### config.mk
export PLATFORM = sky130hd
export DESIGN_NAME = pipeline_hazard_ctrl_flat
export DESIGN_NICKNAME = d
export VERILOG_FILES = /design/src/rtl/pipeline_hazard_ctrl_pkg.sv /design/src/rtl/pipeline_hazard_ctrl_if.sv /design/src/rtl/pipeline_hazard_ctrl_mul_timer.sv /design/src/rtl/pipeline_hazard_ctrl.sv /design/src/flat_wrapper.sv
export SDC_FILE = /design/constraint.sdc
export NUM_CORES = 1
export LEC_CHECK = 0
export BUFFER_PORTS_ARGS = -buffer_cell sky130_fd_sc_hd__buf_2
export CAP_MARGIN = 20
export CELL_PAD_IN_SITES_DETAIL_PLACEMENT = 1
export CELL_PAD_IN_SITES_GLOBAL_PLACEMENT = 1
export CORE_MARGIN = 2
export CORE_UTILIZATION = 25
export DETAILED_ROUTE_END_ITERATION = 12
export PLACE_DENSITY = 0.69
export SYNTH_ARGS = -nofsm -noshare
export SYNTH_HDL_FRONTEND = slang
export SYNTH_SLANG_ARGS = --single-unit
### constraint.sdc
create_clock -name clk_i -period 1.7 [get_ports clk_i]
set_input_delay 0.085 -clock clk_i [delete_from_list [all_inputs] [get_ports clk_i]]
set_output_delay 0.085 -clock clk_i [all_outputs]
set_load 0.05 [all_outputs]
### src/rtl/pipeline_hazard_ctrl_pkg.sv
// Shared constants for the 5-stage MIPS pipeline control slice.
// Holds the hazard sequencer state encoding, its default timing parameters,
// the hard-wired zero register index and the opcode/func/ALU-op constants
// used by the main control decoder.
package pipeline_hazard_ctrl_pkg;

  // Hazard sequencer FSM states; the encoding is also exported on state_o
  typedef enum logic [1:0] {
    ST_RUN      = 2'd0,
    ST_MUL_WAIT = 2'd1,
    ST_MEM_WAIT = 2'd2,
    ST_ERROR    = 2'd3
  } hz_state_e;

  localparam int MUL_LAT_DEF     = 4;
  localparam int MEM_TIMEOUT_DEF = 64;

  // $zero is never a real producer, so it can never cause a load-use hazard
  localparam logic [4:0] REG_ZERO = 5'd0;

  // Opcode field values
  localparam logic [5:0] OP_RTYPE = 6'h00;
  localparam logic [5:0] OP_J     = 6'h02;
  localparam logic [5:0] OP_BEQ   = 6'h04;
  localparam logic [5:0] OP_LW    = 6'h23;
  localparam logic [5:0] OP_SW    = 6'h2b;

  // R-type func field values
  localparam logic [5:0] FUNC_ADD = 6'h20;
  localparam logic [5:0] FUNC_SUB = 6'h22;
  localparam logic [5:0] FUNC_AND = 6'h24;
  localparam logic [5:0] FUNC_OR  = 6'h25;
  localparam logic [5:0] FUNC_SLT = 6'h2a;
  localparam logic [5:0] FUNC_MUL = 6'h18;

  // ALU operation select
  typedef enum logic [2:0] {
    ALU_ADD = 3'd0,
    ALU_SUB = 3'd1,
    ALU_AND = 3'd2,
    ALU_OR  = 3'd3,
    ALU_SLT = 3'd4,
    ALU_MUL = 3'd5
  } alu_op_e;

endpackage

### src/rtl/pipeline_hazard_ctrl_if.sv
// Bundle of hazard information and stage control between the pipeline
// datapath and the hazard sequencer.
//   slave  : the sequencer (reads hazard info, drives stage controls)
//   master : the pipeline datapath (drives hazard info, reads controls)
// Hazard info : id_rs_i, id_rt_i, id_uses_rt_i, branch_taken_i,
//               ex_mem_read_i, ex_rt_i, ex_is_mul_i, mem_req_i, mem_ack_i
// Controls    : pc/ifid/idex/exmem write enables, ifid flush, idex/exmem/memwb
//               bubbles, mul_start_o, mem_err_o, state_o (debug)
interface pipeline_hazard_ctrl_if;

  logic [4:0] id_rs_i;
  logic [4:0] id_rt_i;
  logic       id_uses_rt_i;
  logic       branch_taken_i;
  logic       ex_mem_read_i;
  logic [4:0] ex_rt_i;
  logic       ex_is_mul_i;
  logic       mem_req_i;
  logic       mem_ack_i;

  logic       pc_write_o;
  logic       ifid_write_o;
  logic       ifid_flush_o;
  logic       idex_write_o;
  logic       idex_bubble_o;
  logic       exmem_write_o;
  logic       exmem_bubble_o;
  logic       memwb_bubble_o;
  logic       mul_start_o;
  logic       mem_err_o;
  logic [1:0] state_o;

  modport slave (
    input  id_rs_i, id_rt_i, id_uses_rt_i, branch_taken_i,
    input  ex_mem_read_i, ex_rt_i, ex_is_mul_i, mem_req_i, mem_ack_i,
    output pc_write_o, ifid_write_o, ifid_flush_o, idex_write_o, idex_bubble_o,
    output exmem_write_o, exmem_bubble_o, memwb_bubble_o,
    output mul_start_o, mem_err_o, state_o
  );

  modport master (
    output id_rs_i, id_rt_i, id_uses_rt_i, branch_taken_i,
    output ex_mem_read_i, ex_rt_i, ex_is_mul_i, mem_req_i, mem_ack_i,
    input  pc_write_o, ifid_write_o, ifid_flush_o, idex_write_o, idex_bubble_o,
    input  exmem_write_o, exmem_bubble_o, memwb_bubble_o,
    input  mul_start_o, mem_err_o, state_o
  );

endinterface

### src/rtl/pipeline_hazard_ctrl_mul_timer.sv
// Tracks how long a MUL has occupied the EX stage.
// Ports:
//   clk_i, rst_i     : clock, synchronous active-high reset
//   ex_is_mul_i      : instruction in EX is a MUL
//   exmem_write_i    : EX/MEM is loading this cycle (the EX instruction moves on)
//   mul_go_o         : a fresh MUL starts this cycle (drives the multiplier start)
//   mul_stall_o      : the MUL must stay in EX for at least one more cycle
//   mul_cnt_o        : remaining occupancy count, for the sequencer FSM
module hazard_mul_timer
  import pipeline_hazard_ctrl_pkg::*;
#(
  parameter int MUL_LAT = MUL_LAT_DEF
) (
  input  logic       clk_i,
  input  logic       rst_i,
  input  logic       ex_is_mul_i,
  input  logic       exmem_write_i,
  output logic       mul_go_o,
  output logic       mul_stall_o,
  output logic [3:0] mul_cnt_o
);

  localparam bit         MULTI_CYCLE = (MUL_LAT > 1);
  localparam logic [3:0] CNT_LOAD    = 4'(MUL_LAT - 1);

  logic [3:0] mul_cnt_q;
  logic       mul_pend_q;

  // mul_pend blocks re-triggering on the same MUL while it sits in EX; a MUL
  // right behind it is only seen once mul_pend has cleared.
  assign mul_go_o    = ex_is_mul_i & ~mul_pend_q & MULTI_CYCLE;
  assign mul_stall_o = mul_go_o | (mul_pend_q & (mul_cnt_q > 4'd1));
  assign mul_cnt_o   = mul_cnt_q;

  // The counter runs freely once loaded, even while a memory stall freezes
  // EX, so cycles lost to MEM waits also count towards the MUL latency.
  always_ff @(posedge clk_i) begin
    if (rst_i) begin
      mul_cnt_q  <= 4'd0;
      mul_pend_q <= 1'b0;
    end else begin
      if (mul_go_o) begin
        mul_cnt_q <= CNT_LOAD;
      end else if (mul_cnt_q != 4'd0) begin
        mul_cnt_q <= mul_cnt_q - 4'd1;
      end

      if (mul_go_o) begin
        mul_pend_q <= 1'b1;
      end else if (exmem_write_i && !mul_stall_o) begin
        mul_pend_q <= 1'b0;
      end
    end
  end

endmodule

### src/rtl/pipeline_hazard_ctrl.sv
// Central stall/flush sequencer for the 5-stage pipeline.
// Resolves, highest priority first: data-memory wait (with watchdog), MUL
// occupancy in EX, load-use, and taken branch/jump flush.
// Ports:
//   clk_i, rst_i : clock, synchronous active-high reset
//   hz           : hazard info in / stage controls out (slave side)
// Parameters:
//   MUL_LAT      : EX cycles a MUL occupies (1..16, 1 = no stall)
//   MEM_TIMEOUT  : max consecutive MEM_WAIT cycles before ERROR (2..255)
module pipeline_hazard_ctrl
  import pipeline_hazard_ctrl_pkg::*;
#(
  parameter int MUL_LAT     = MUL_LAT_DEF,
  parameter int MEM_TIMEOUT = MEM_TIMEOUT_DEF
) (
  input  logic                  clk_i,
  input  logic                  rst_i,
  pipeline_hazard_ctrl_if.slave hz
);

  localparam logic [7:0] MEM_LAST = 8'(MEM_TIMEOUT - 1);

  hz_state_e  state_q, state_d;
  logic [7:0] mem_cnt_q, mem_cnt_d;
  logic       mem_err_q;

  logic       mem_stall;
  logic       lu_stall;
  logic       mul_go;
  logic       mul_stall;
  logic [3:0] mul_cnt;

  logic       pc_write, ifid_write, ifid_flush, idex_write, idex_bubble;
  logic       exmem_write, exmem_bubble, memwb_bubble;

  assign mem_stall = hz.mem_req_i & ~hz.mem_ack_i;

  assign lu_stall = hz.ex_mem_read_i & (hz.ex_rt_i != REG_ZERO) &
                    ((hz.ex_rt_i == hz.id_rs_i) |
                     (hz.id_uses_rt_i & (hz.ex_rt_i == hz.id_rt_i)));

  hazard_mul_timer #(
    .MUL_LAT(MUL_LAT)
  ) u_mul_timer (
    .clk_i        (clk_i),
    .rst_i        (rst_i),
    .ex_is_mul_i  (hz.ex_is_mul_i),
    .exmem_write_i(exmem_write),
    .mul_go_o     (mul_go),
    .mul_stall_o  (mul_stall),
    .mul_cnt_o    (mul_cnt)
  );

  // State and watchdog registers; mem_err is sticky until reset.
  always_ff @(posedge clk_i) begin
    if (rst_i) begin
      state_q   <= ST_RUN;
      mem_cnt_q <= 8'd0;
      mem_err_q <= 1'b0;
    end else begin
      state_q   <= state_d;
      mem_cnt_q <= mem_cnt_d;
      if (state_d == ST_ERROR) begin
        mem_err_q <= 1'b1;
      end
    end
  end

  // Next-state logic. The state mainly tracks the memory watchdog and is a
  // debug view; the stall outputs come straight from the stall terms.
  // Leaving MEM_WAIT uses mul_stall so that a MUL still holding EX (or one
  // starting in the release cycle) is reflected as MUL_WAIT.
  always_comb begin
    state_d   = state_q;
    mem_cnt_d = 8'd0;
    case (state_q)
      ST_RUN: begin
        if (mem_stall) begin
          state_d = ST_MEM_WAIT;
        end else if (mul_go) begin
          state_d = ST_MUL_WAIT;
        end
      end
      ST_MUL_WAIT: begin
        if (mem_stall) begin
          state_d = ST_MEM_WAIT;
        end else if (mul_cnt <= 4'd1) begin
          state_d = ST_RUN;
        end
      end
      ST_MEM_WAIT: begin
        if (!mem_stall) begin
          state_d = mul_stall ? ST_MUL_WAIT : ST_RUN;
        end else if (mem_cnt_q == MEM_LAST) begin
          state_d = ST_ERROR;
        end else begin
          mem_cnt_d = mem_cnt_q + 8'd1;
        end
      end
      ST_ERROR: begin
        state_d = ST_ERROR;
      end
      default: begin
        state_d = ST_ERROR;
      end
    endcase
  end

  // Priority mux for the stage controls. A taken branch only flushes IF/ID
  // when nothing is stalled; otherwise the held branch is seen again once
  // the stall releases.
  always_comb begin
    pc_write     = 1'b1;
    ifid_write   = 1'b1;
    ifid_flush   = 1'b0;
    idex_write   = 1'b1;
    idex_bubble  = 1'b0;
    exmem_write  = 1'b1;
    exmem_bubble = 1'b0;
    memwb_bubble = 1'b0;
    if (rst_i) begin
      pc_write     = 1'b0;
      ifid_write   = 1'b0;
      ifid_flush   = 1'b1;
      idex_write   = 1'b0;
      idex_bubble  = 1'b1;
      exmem_write  = 1'b0;
      exmem_bubble = 1'b1;
      memwb_bubble = 1'b1;
    end else if (state_q == ST_ERROR) begin
      pc_write     = 1'b0;
      ifid_write   = 1'b0;
      idex_write   = 1'b0;
      idex_bubble  = 1'b1;
      exmem_write  = 1'b0;
      exmem_bubble = 1'b1;
      memwb_bubble = 1'b1;
    end else if (mem_stall) begin
      pc_write     = 1'b0;
      ifid_write   = 1'b0;
      idex_write   = 1'b0;
      exmem_write  = 1'b0;
      memwb_bubble = 1'b1;
    end else if (mul_stall) begin
      pc_write     = 1'b0;
      ifid_write   = 1'b0;
      idex_write   = 1'b0;
      exmem_bubble = 1'b1;
    end else if (lu_stall) begin
      pc_write    = 1'b0;
      ifid_write  = 1'b0;
      idex_bubble = 1'b1;
    end else begin
      ifid_flush = hz.branch_taken_i;
    end
  end

  assign hz.pc_write_o     = pc_write;
  assign hz.ifid_write_o   = ifid_write;
  assign hz.ifid_flush_o   = ifid_flush;
  assign hz.idex_write_o   = idex_write;
  assign hz.idex_bubble_o  = idex_bubble;
  assign hz.exmem_write_o  = exmem_write;
  assign hz.exmem_bubble_o = exmem_bubble;
  assign hz.memwb_bubble_o = memwb_bubble;
  // The multiplier runs freely, so its start is not held off by a MEM stall
  assign hz.mul_start_o    = mul_go & ~rst_i & (state_q != ST_ERROR);
  assign hz.mem_err_o      = mem_err_q;
  assign hz.state_o        = state_q;

endmodule

### src/flat_wrapper.sv
// flat-port wrapper written by rule: the top's interface ports become plain ports
module pipeline_hazard_ctrl_flat import pipeline_hazard_ctrl_pkg::*;
#(
  parameter int MUL_LAT     = MUL_LAT_DEF,
  parameter int MEM_TIMEOUT = MEM_TIMEOUT_DEF
)
  (clk_i, rst_i, hz_id_rs_i, hz_id_rt_i, hz_id_uses_rt_i, hz_branch_taken_i, hz_ex_mem_read_i, hz_ex_rt_i, hz_ex_is_mul_i, hz_mem_req_i, hz_mem_ack_i, hz_pc_write_o, hz_ifid_write_o, hz_ifid_flush_o, hz_idex_write_o, hz_idex_bubble_o, hz_exmem_write_o, hz_exmem_bubble_o, hz_memwb_bubble_o, hz_mul_start_o, hz_mem_err_o, hz_state_o);
  pipeline_hazard_ctrl_if hz_i ();
  input  logic clk_i;
  input  logic rst_i;
  input wire logic [$bits(hz_i.id_rs_i)-1:0] hz_id_rs_i;
  input wire logic [$bits(hz_i.id_rt_i)-1:0] hz_id_rt_i;
  input wire logic [$bits(hz_i.id_uses_rt_i)-1:0] hz_id_uses_rt_i;
  input wire logic [$bits(hz_i.branch_taken_i)-1:0] hz_branch_taken_i;
  input wire logic [$bits(hz_i.ex_mem_read_i)-1:0] hz_ex_mem_read_i;
  input wire logic [$bits(hz_i.ex_rt_i)-1:0] hz_ex_rt_i;
  input wire logic [$bits(hz_i.ex_is_mul_i)-1:0] hz_ex_is_mul_i;
  input wire logic [$bits(hz_i.mem_req_i)-1:0] hz_mem_req_i;
  input wire logic [$bits(hz_i.mem_ack_i)-1:0] hz_mem_ack_i;
  output wire logic [$bits(hz_i.pc_write_o)-1:0] hz_pc_write_o;
  output wire logic [$bits(hz_i.ifid_write_o)-1:0] hz_ifid_write_o;
  output wire logic [$bits(hz_i.ifid_flush_o)-1:0] hz_ifid_flush_o;
  output wire logic [$bits(hz_i.idex_write_o)-1:0] hz_idex_write_o;
  output wire logic [$bits(hz_i.idex_bubble_o)-1:0] hz_idex_bubble_o;
  output wire logic [$bits(hz_i.exmem_write_o)-1:0] hz_exmem_write_o;
  output wire logic [$bits(hz_i.exmem_bubble_o)-1:0] hz_exmem_bubble_o;
  output wire logic [$bits(hz_i.memwb_bubble_o)-1:0] hz_memwb_bubble_o;
  output wire logic [$bits(hz_i.mul_start_o)-1:0] hz_mul_start_o;
  output wire logic [$bits(hz_i.mem_err_o)-1:0] hz_mem_err_o;
  output wire logic [$bits(hz_i.state_o)-1:0] hz_state_o;
  assign hz_i.id_rs_i = hz_id_rs_i;
  assign hz_i.id_rt_i = hz_id_rt_i;
  assign hz_i.id_uses_rt_i = hz_id_uses_rt_i;
  assign hz_i.branch_taken_i = hz_branch_taken_i;
  assign hz_i.ex_mem_read_i = hz_ex_mem_read_i;
  assign hz_i.ex_rt_i = hz_ex_rt_i;
  assign hz_i.ex_is_mul_i = hz_ex_is_mul_i;
  assign hz_i.mem_req_i = hz_mem_req_i;
  assign hz_i.mem_ack_i = hz_mem_ack_i;
  assign hz_pc_write_o = hz_i.pc_write_o;
  assign hz_ifid_write_o = hz_i.ifid_write_o;
  assign hz_ifid_flush_o = hz_i.ifid_flush_o;
  assign hz_idex_write_o = hz_i.idex_write_o;
  assign hz_idex_bubble_o = hz_i.idex_bubble_o;
  assign hz_exmem_write_o = hz_i.exmem_write_o;
  assign hz_exmem_bubble_o = hz_i.exmem_bubble_o;
  assign hz_memwb_bubble_o = hz_i.memwb_bubble_o;
  assign hz_mul_start_o = hz_i.mul_start_o;
  assign hz_mem_err_o = hz_i.mem_err_o;
  assign hz_state_o = hz_i.state_o;
  pipeline_hazard_ctrl #(.MUL_LAT(MUL_LAT), .MEM_TIMEOUT(MEM_TIMEOUT)) u_core (.clk_i(clk_i), .rst_i(rst_i), .hz(hz_i));
endmodule
==> results of run 1 <==
==> stage by stage <==
stage               area (sq um)  hold WS [ns]  setup slack [ns]  total power [uW]
floorplan                   1010         0.281            -0.155               751
global placement            1220         0.423            0.0625               827
detailed placement          1220         0.422            0.0187               849
CTS                         1370         0.165            -0.129              1250
global route                1390         0.170            -0.143              1340
finish                      1390         0.161           -0.0820              1260
==> state kept, by name (all words and copies together) (netlist names) <==
signal                         cells
u_core.hz.state_o                  2
u_core.u_mul_timer.mul_cnt_o       4
u_core.mem_cnt_q                   8
u_core.hz.mem_err_o                1
u_core.u_mul_timer.mul_pend_q      1
==> placed cells by master, fill, tap and decap left out, types with 3 or more instances in the layout <==
cell type,n
clkbuf_8,4
nor3_1,3
xnor2_1,5
buf_6,7
xor2_1,14
nand2_1,6
a21oi_1,5
inv_1,4
dfxtp_1,14
nand3_1,4
buf_4,6
nor2_1,13
buf_2,28
nor4_1,3
nand2b_1,3
==> layout make-up <==
| cell class | instances | share of cell area [%] |
|---|---|---|
| Multi-Input combinational cell | 85 | 47.5 |
| Sequential cell | 16 | 23.3 |
| Timing Repair Buffer | 41 | 18.9 |
| Tap cell | 48 | 4.31 |
| Clock buffer | 4 | 3.95 |
| Inverter | 6 | 1.97 |
==> metal layers <==
metal | share of wire, % | vias to the layer above | GRT usage [%]
li1 | - | 461 | -
met2 | 54 | 23 | 25.0
met4 | 0.90 | 0 | 3.91
met1 | 41 | 408 | 13.4
met5 | 0 | - | 0
met3 | 4.6 | 2 | 2.23
==> power breakdown <==
group	leakage [uW]	switching [uW]	internal [uW]	total (uW)
Combinational	0.000428	265	219	483
Sequential	0.000131	37.1	407	444
Clock	0.0000288	129	205	334
Total	0.000588	431	831	1260
==> cells by family (layout without fill, tap and decap cells) <==
| kind of cell | Yosys count | after routing | share of synthesized area (%) |
|---|---|---|---|
| adder cells (fa/ha/maj) | 4 | 4 | 5.34 |
| XOR/XNOR | 19 | 19 | 17.8 |
| flip-flops | 16 | 16 | 34.2 |
| multiplexers | 1 | 1 | 1.20 |
| AO/OA/AOI/OAI | 15 | 15 | 10.8 |
| AND/OR/NAND/NOR | 46 | 46 | 25.9 |
| buffers and inverters | 9 | 51 | 4.81 |
==> worst register-to-register path, stage by stage, from the launching register on <==
cell and delay (ns):
dfxtp_2 0.35, inv_4 0.06, ha_4 0.15, or2_4 0.26, a31oi_4 0.24, buf_6 0.15, buf_4 0.10, nor2_1 0.04
nor3_1 0.13
==> path summary, 6_finish.rpt <==
check | start | end | slack, ns
setup / recovery | u_core.u_mul_timer.mul_cnt_o[1]$_SDFFE_PP0P_ | hz_idex_bubble_o | -0.08
setup reg to reg | u_core.u_mul_timer.mul_cnt_o[1]$_SDFFE_PP0P_ | u_core.u_mul_timer.mul_pend_q$_SDFFE_PP0P_ | 0.14
hold reg to reg | u_core.hz.mem_err_o$_SDFFE_PP0N_ | u_core.hz.mem_err_o$_SDFFE_PP0N_ | 0.47
hold / removal | rst_i | u_core.hz.state_o[1]$_SDFF_PP0_ | 0.16
==> what timing repair did <==
item | 4_1_cts | 5_1_grt
setup endpoints to repair | 6 | 7
gates resized for setup | 16 | 7
pin swaps | 6 | 5
setup buffers | 6 | 1
==> results.cfg, run 1 <==
[worst_setup_path]
endpoint_kind = output port
criticalPathCategory = flop to output port
slowest_delay_ns = 0.35
critPathMaxFanout = 4
crit_buf_inv = 3
start_kind = flop
critPathTopFamily = buffers and inverters
critPathSlowestCell = dfxtp_2
worst_r2r_path_depth = 8
cp.depth = 7
path_cells = inv_4 > ha_4 > or2_4 > a31oi_4 > buf_6 > o41ai_4 > buf_6
cp_data_required_time_ns = 1.62
arrival_ns = 1.70
timing.critical_path.mode_cell = buf_6

[sta]
min_period_ns = 1.78
finalSetupViolCount = 5
worst_pin_slew_ns = 0.488
final.period_utilization_pct = 105
setup_tns_ns = -0.291
slew_violations = 0
rsz0062_at_grt = true
hold_viol_final = 0
fin_skew_ns = 0.00331
maxSlewHeadroom_pct = 67.5
layout_setup_ws_ns = -0.0820
fmax_ghz = 0.561

[worst_hold_path]
hp-class = input pin to flop
min_delay_path_depth = 2

[synth]
synth_common_cells = 16 x dfxtp_1, 14 x nor2_1, 14 x xor2_1
synth-edff-count = 0
synth_most_common_cell = dfxtp_1
synthFlopType = dfxtp_1
syn_area_sq_um = 937
synth_area_leader_cell = dfxtp_1
syn-mean-instance-area_sq_um = 8.52
synthDistinctLibCells = 35
yosys_warnings = 0
ys_top_cells_by_area = dfxtp_1 34%, xor2_1 13%, nor2_1 5.6%, ha_1 5.3%, xnor2_1 4.7%
async_flop_share_pct = 0
synthCells = 110
ys_seq_area_share_pct = 34.2
yosysTopAreaCellShare_pct = 34.2
synth_nets = 137
ys_seq_elements = 16

[die]
initial_core_util_pct = 25.8
die_x_um = 65.2
dieHeight_um = 65.2
io_pins = 35
die-area_sq_um = 4250
core_sq_um = 3630
rows = 22

[run_status]
violations = negative setup slack
status = finished, violations left

[global_route]
grt_usage_pct = 12.7
grt_overflow = 0
grt_max_degree = 12
grt_antenna_before_repair = 0
grt_pass1_vias = 995
grt_pass1_wl_mm = 4.31

[power_and_ir_drop]
power_density_nw_per_um2 = 905
vdd_drop_max_v = 0.000249
p_leak_uw = 0.000588

[run]
cap_violations = 0

[placement]
dp_hpwl_mm = 2.00
dp_cells = 190
gp_congestion = 0.743
io_buffers = 34

[clock_tree]
clkTransAtPathRegs_ns = 0.06
cts_tree = built
clock_sinks = 16
cts_hold_buf = 0
clock_path_buffers = 2
insertion_delay_ns = 0.25
cts_buffers = 3
htree_levels = 1
root_buffer = clkbuf_8

[cells_and_area]
regArea_sq_um = 325
fillers = 444
nets = 180
drive_gt1_share_pct = 42.1
synthToLayoutAreaGrowth_pct = 48.7
fin_cells = 200
multi_input_area_sq_um = 662
n_antenna_cell = 0
final_util_pct = 38.4

[route]
drt_iter0_drc = 11
vias_per_cell = 4.47
dr_total_vias = 894
post_drt_wl_per_cell_um = 12.2
drtAntennaViolNets = 0
drc = 0
postRouteWirelength_mm = 2.43
firstDrtPassIters = 3
No activity file was read; power rests on OpenSTA's default activity.
==> inputs of run 2 (changes only) <==
BUFFER_PORTS_ARGS = not set   (was -buffer_cell sky130_fd_sc_hd__buf_2)
DONT_BUFFER_PORTS = 1   (was not set)
PLACE_DENSITY = 0.57   (was 0.69)
SYNTH_HIERARCHICAL = 1   (was not set)
==> results.cfg, run 2 <==
[global_route]
grt_pass1_vias = 942
grt_pass1_wl_mm = 3.95
grt_max_degree = 10
grt_antenna_before_repair = 0
grt_overflow = 0
grt_usage_pct = 12.0

[cells_and_area]
final_util_pct = 37.0
regArea_sq_um = 330
nets = 166
layout_common_cells = 18 x buf_4, 16 x xnor2_1, 12 x nand2_1, 12 x dfxtp_1, 9 x nor2_2
largest_register = u_core/mem_cnt_q
synthToLayoutAreaGrowth_pct = 40.5
largest_reg_flops = 8
multi_input_area_sq_um = 689
drive_gt1_share_pct = 39.6
n_antenna_cell = 0
final_common_cell = buf_4
fillers = 447

[worst_setup_path]
worst_r2r_path_depth = 6
critPathMaxFanout = 3
arrival_ns = 1.73
cp_data_required_time_ns = 1.62
criticalPathCategory = flop to output port
endpoint_kind = output port
r2r_setup_slack_ns = 0.16
start_kind = flop
crit_start = u_core/u_mul_timer/mul_cnt_o[0]$_SDFFE_PP0P_
r2r_end = u_core/mem_cnt_q[3]$_SDFF_PP0_
r2r_start = u_core/mem_cnt_q[0]$_SDFF_PP0_

[clock_tree]
cts_buffers = 3
clkTransAtPathRegs_ns = 0.07
cts_tree = built
insertion_delay_ns = 0.25
clock_path_buffers = 2
htree_levels = 1
root_buffer = clkbuf_8
clock_sinks = 16

[sta]
fin_skew_ns = 0.00767
hold_viol_final = 0
fmax_ghz = 0.551
slew_violations = 0
finalSetupViolCount = 4
final.period_utilization_pct = 107
rsz0062_at_grt = true
layout_setup_ws_ns = -0.114
worst_pin_slew_ns = 0.506
maxSlewHeadroom_pct = 66.5
min_period_ns = 1.81

[synth]
yosysTopAreaCellShare_pct = 32.7
ys_seq_elements = 16
yosys_warnings = 6
synth_common_cells = 16 x dfxtp_1, 16 x xnor2_1, 13 x nand2_1
syn_area_sq_um = 978
synthCells = 113
synth_nets = 139
async_flop_share_pct = 0
synthDistinctLibCells = 36
ys_top_cells_by_area = dfxtp_1 33%, xnor2_1 14%, nand2_1 5.0%, nor2_2 4.5%, ha_1 3.8%
synthFlopType = dfxtp_1
synth_area_leader_cell = dfxtp_1
synth-edff-count = 0
ys_seq_area_share_pct = 32.7
syn-mean-instance-area_sq_um = 8.66

[die]
io_pins = 35
initial_core_util_pct = 26.3
core_sq_um = 3720
dieHeight_um = 66.6
rows = 22
die-area_sq_um = 4430
die_x_um = 66.6

[worst_hold_path]
hp-class = input pin to flop
whs_endpoint = u_core/hz.state_o[1]$_SDFF_PP0_
min_delay_path_depth = 2
hp-start = hz_mem_req_i

[run]
cap_violations = 0

[route]
drt_iter0_drc = 6
drc = 0
postRouteWirelength_mm = 2.55
vias_per_cell = 4.71
dr_total_vias = 881
drtAntennaViolNets = 0
post_drt_wl_per_cell_um = 13.6
firstDrtPassIters = 2

[power_and_ir_drop]
power_switching_uw = 503
p_total_uw = 1450
p_seq_share_pct = 32.4
switching_share_pct = 34.6
power_density_nw_per_um2 = 1060
vdd_drop_max_v = 0.000354
p_leak_uw = 0.000482
pwr-share-clk_pct = 23.0
p_comb_share_pct = 44.6
p_int_uw = 951

[run_status]
violations = negative setup slack
status = finished, violations left

[placement]
io_buffers = 0
dp_hpwl_mm = 1.95
gp_congestion = 0.727
## run 2: cell count changes in the layout (fill, tap and decap cells not counted), moves of 8 or more
cell / before / now
buf_4: 6 / 18
xor2_1: 14 / 2
nor2_1: 13 / 5
nor2_2: 1 / 9
buf_2: 28 / 0
xnor2_1: 5 / 16
## run 2: layout make-up
class	instances	share of cell area [%]
Clock buffer	4	4.00
Inverter	6	2.27
Multi-Input combinational cell	89	50.1
Sequential cell	16	24.0
Tap cell	48	4.37
Timing Repair Buffer	24	15.2
## run 2: worst max-delay path by stage
stage / cells past startpoint / endpoint / slack, ns
3_3_place_gp: 8 / hz_ifid_flush_o / 0.18
3_5_place_dp: 6 / u_core/mem_cnt_q[3]$_SDFF_PP0_ / 0.1
4_1_cts: 8 / hz_ifid_flush_o / -0.09
2_1_floorplan: 7 / hz_pc_write_o / -0.37
6_report: 8 / hz_ifid_flush_o / -0.11
5_1_grt: 8 / hz_ifid_flush_o / -0.17
## run 2: per-layer routing
layer  up-vias  wire, um  share of wire, %  global-route usage [%]
li1        437         -                 -                       -
met1       416      1050                41                    13.3
met2        26      1370                54                    21.9
met3         2        93               3.6                    1.35
met4         0        40               1.6                    6.89
met5         -         0                 0                       0
## run 2: worst max-delay path, stage by stage, from the launching register on
cell and delay (ns):
dfxtp_4 0.37, inv_4 0.06, ha_4 0.15, o21ai_4 0.07
a21o_1 0.21, nor2_2 0.13, a31oi_1 0.10, a31oi_1 0.17
buf_4 0.22
## run 2: power groups by stage
| stage | registers (uW) | logic, uW | clock network, uW |
|---|---|---|---|
| after floorplan | 487 | 390 | 0 |
| after global placement | 476 | 493 | 0 |
| after detailed placement | 481 | 503 | 0 |
| after CTS | 470 | 592 | 347 |
| after global routing | 477 | 704 | 358 |
| final | 471 | 649 | 334 |
## run 2: timing repair
item                       CTS  global route
resized for setup            3             5
pin swaps                    5             0
hold buffers                 2             0
setup endpoints to repair    4            13
buffers inserted             6             1
hold endpoints to repair     7             0
## run 2: stage by stage
stage	instance area [sq um]	setup TNS, ns	hold WS (ns)	setup WS, ns	instances
2_1_floorplan	1050	-0.719	0.144	-0.367	113
3_3_place_gp	1210	0	0.147	0.184	174
3_5_place_dp	1210	0	0.149	0.0957	174
4_1_cts	1340	-0.175	0.0104	-0.0950	186
5_1_grt	1380	-0.497	0.0242	-0.172	187
6_report	1380	-0.223	0.0133	-0.114	187
## run 2: cell families after synthesis
family	Yosys count	share of synthesized area [%]
xor+xnor	18	16.1
mux	1	1.15
buf+inv	8	4.22
flops	16	32.7
simple gates	48	28.6
fa+ha+maj	3	3.84
compound gates	19	13.3
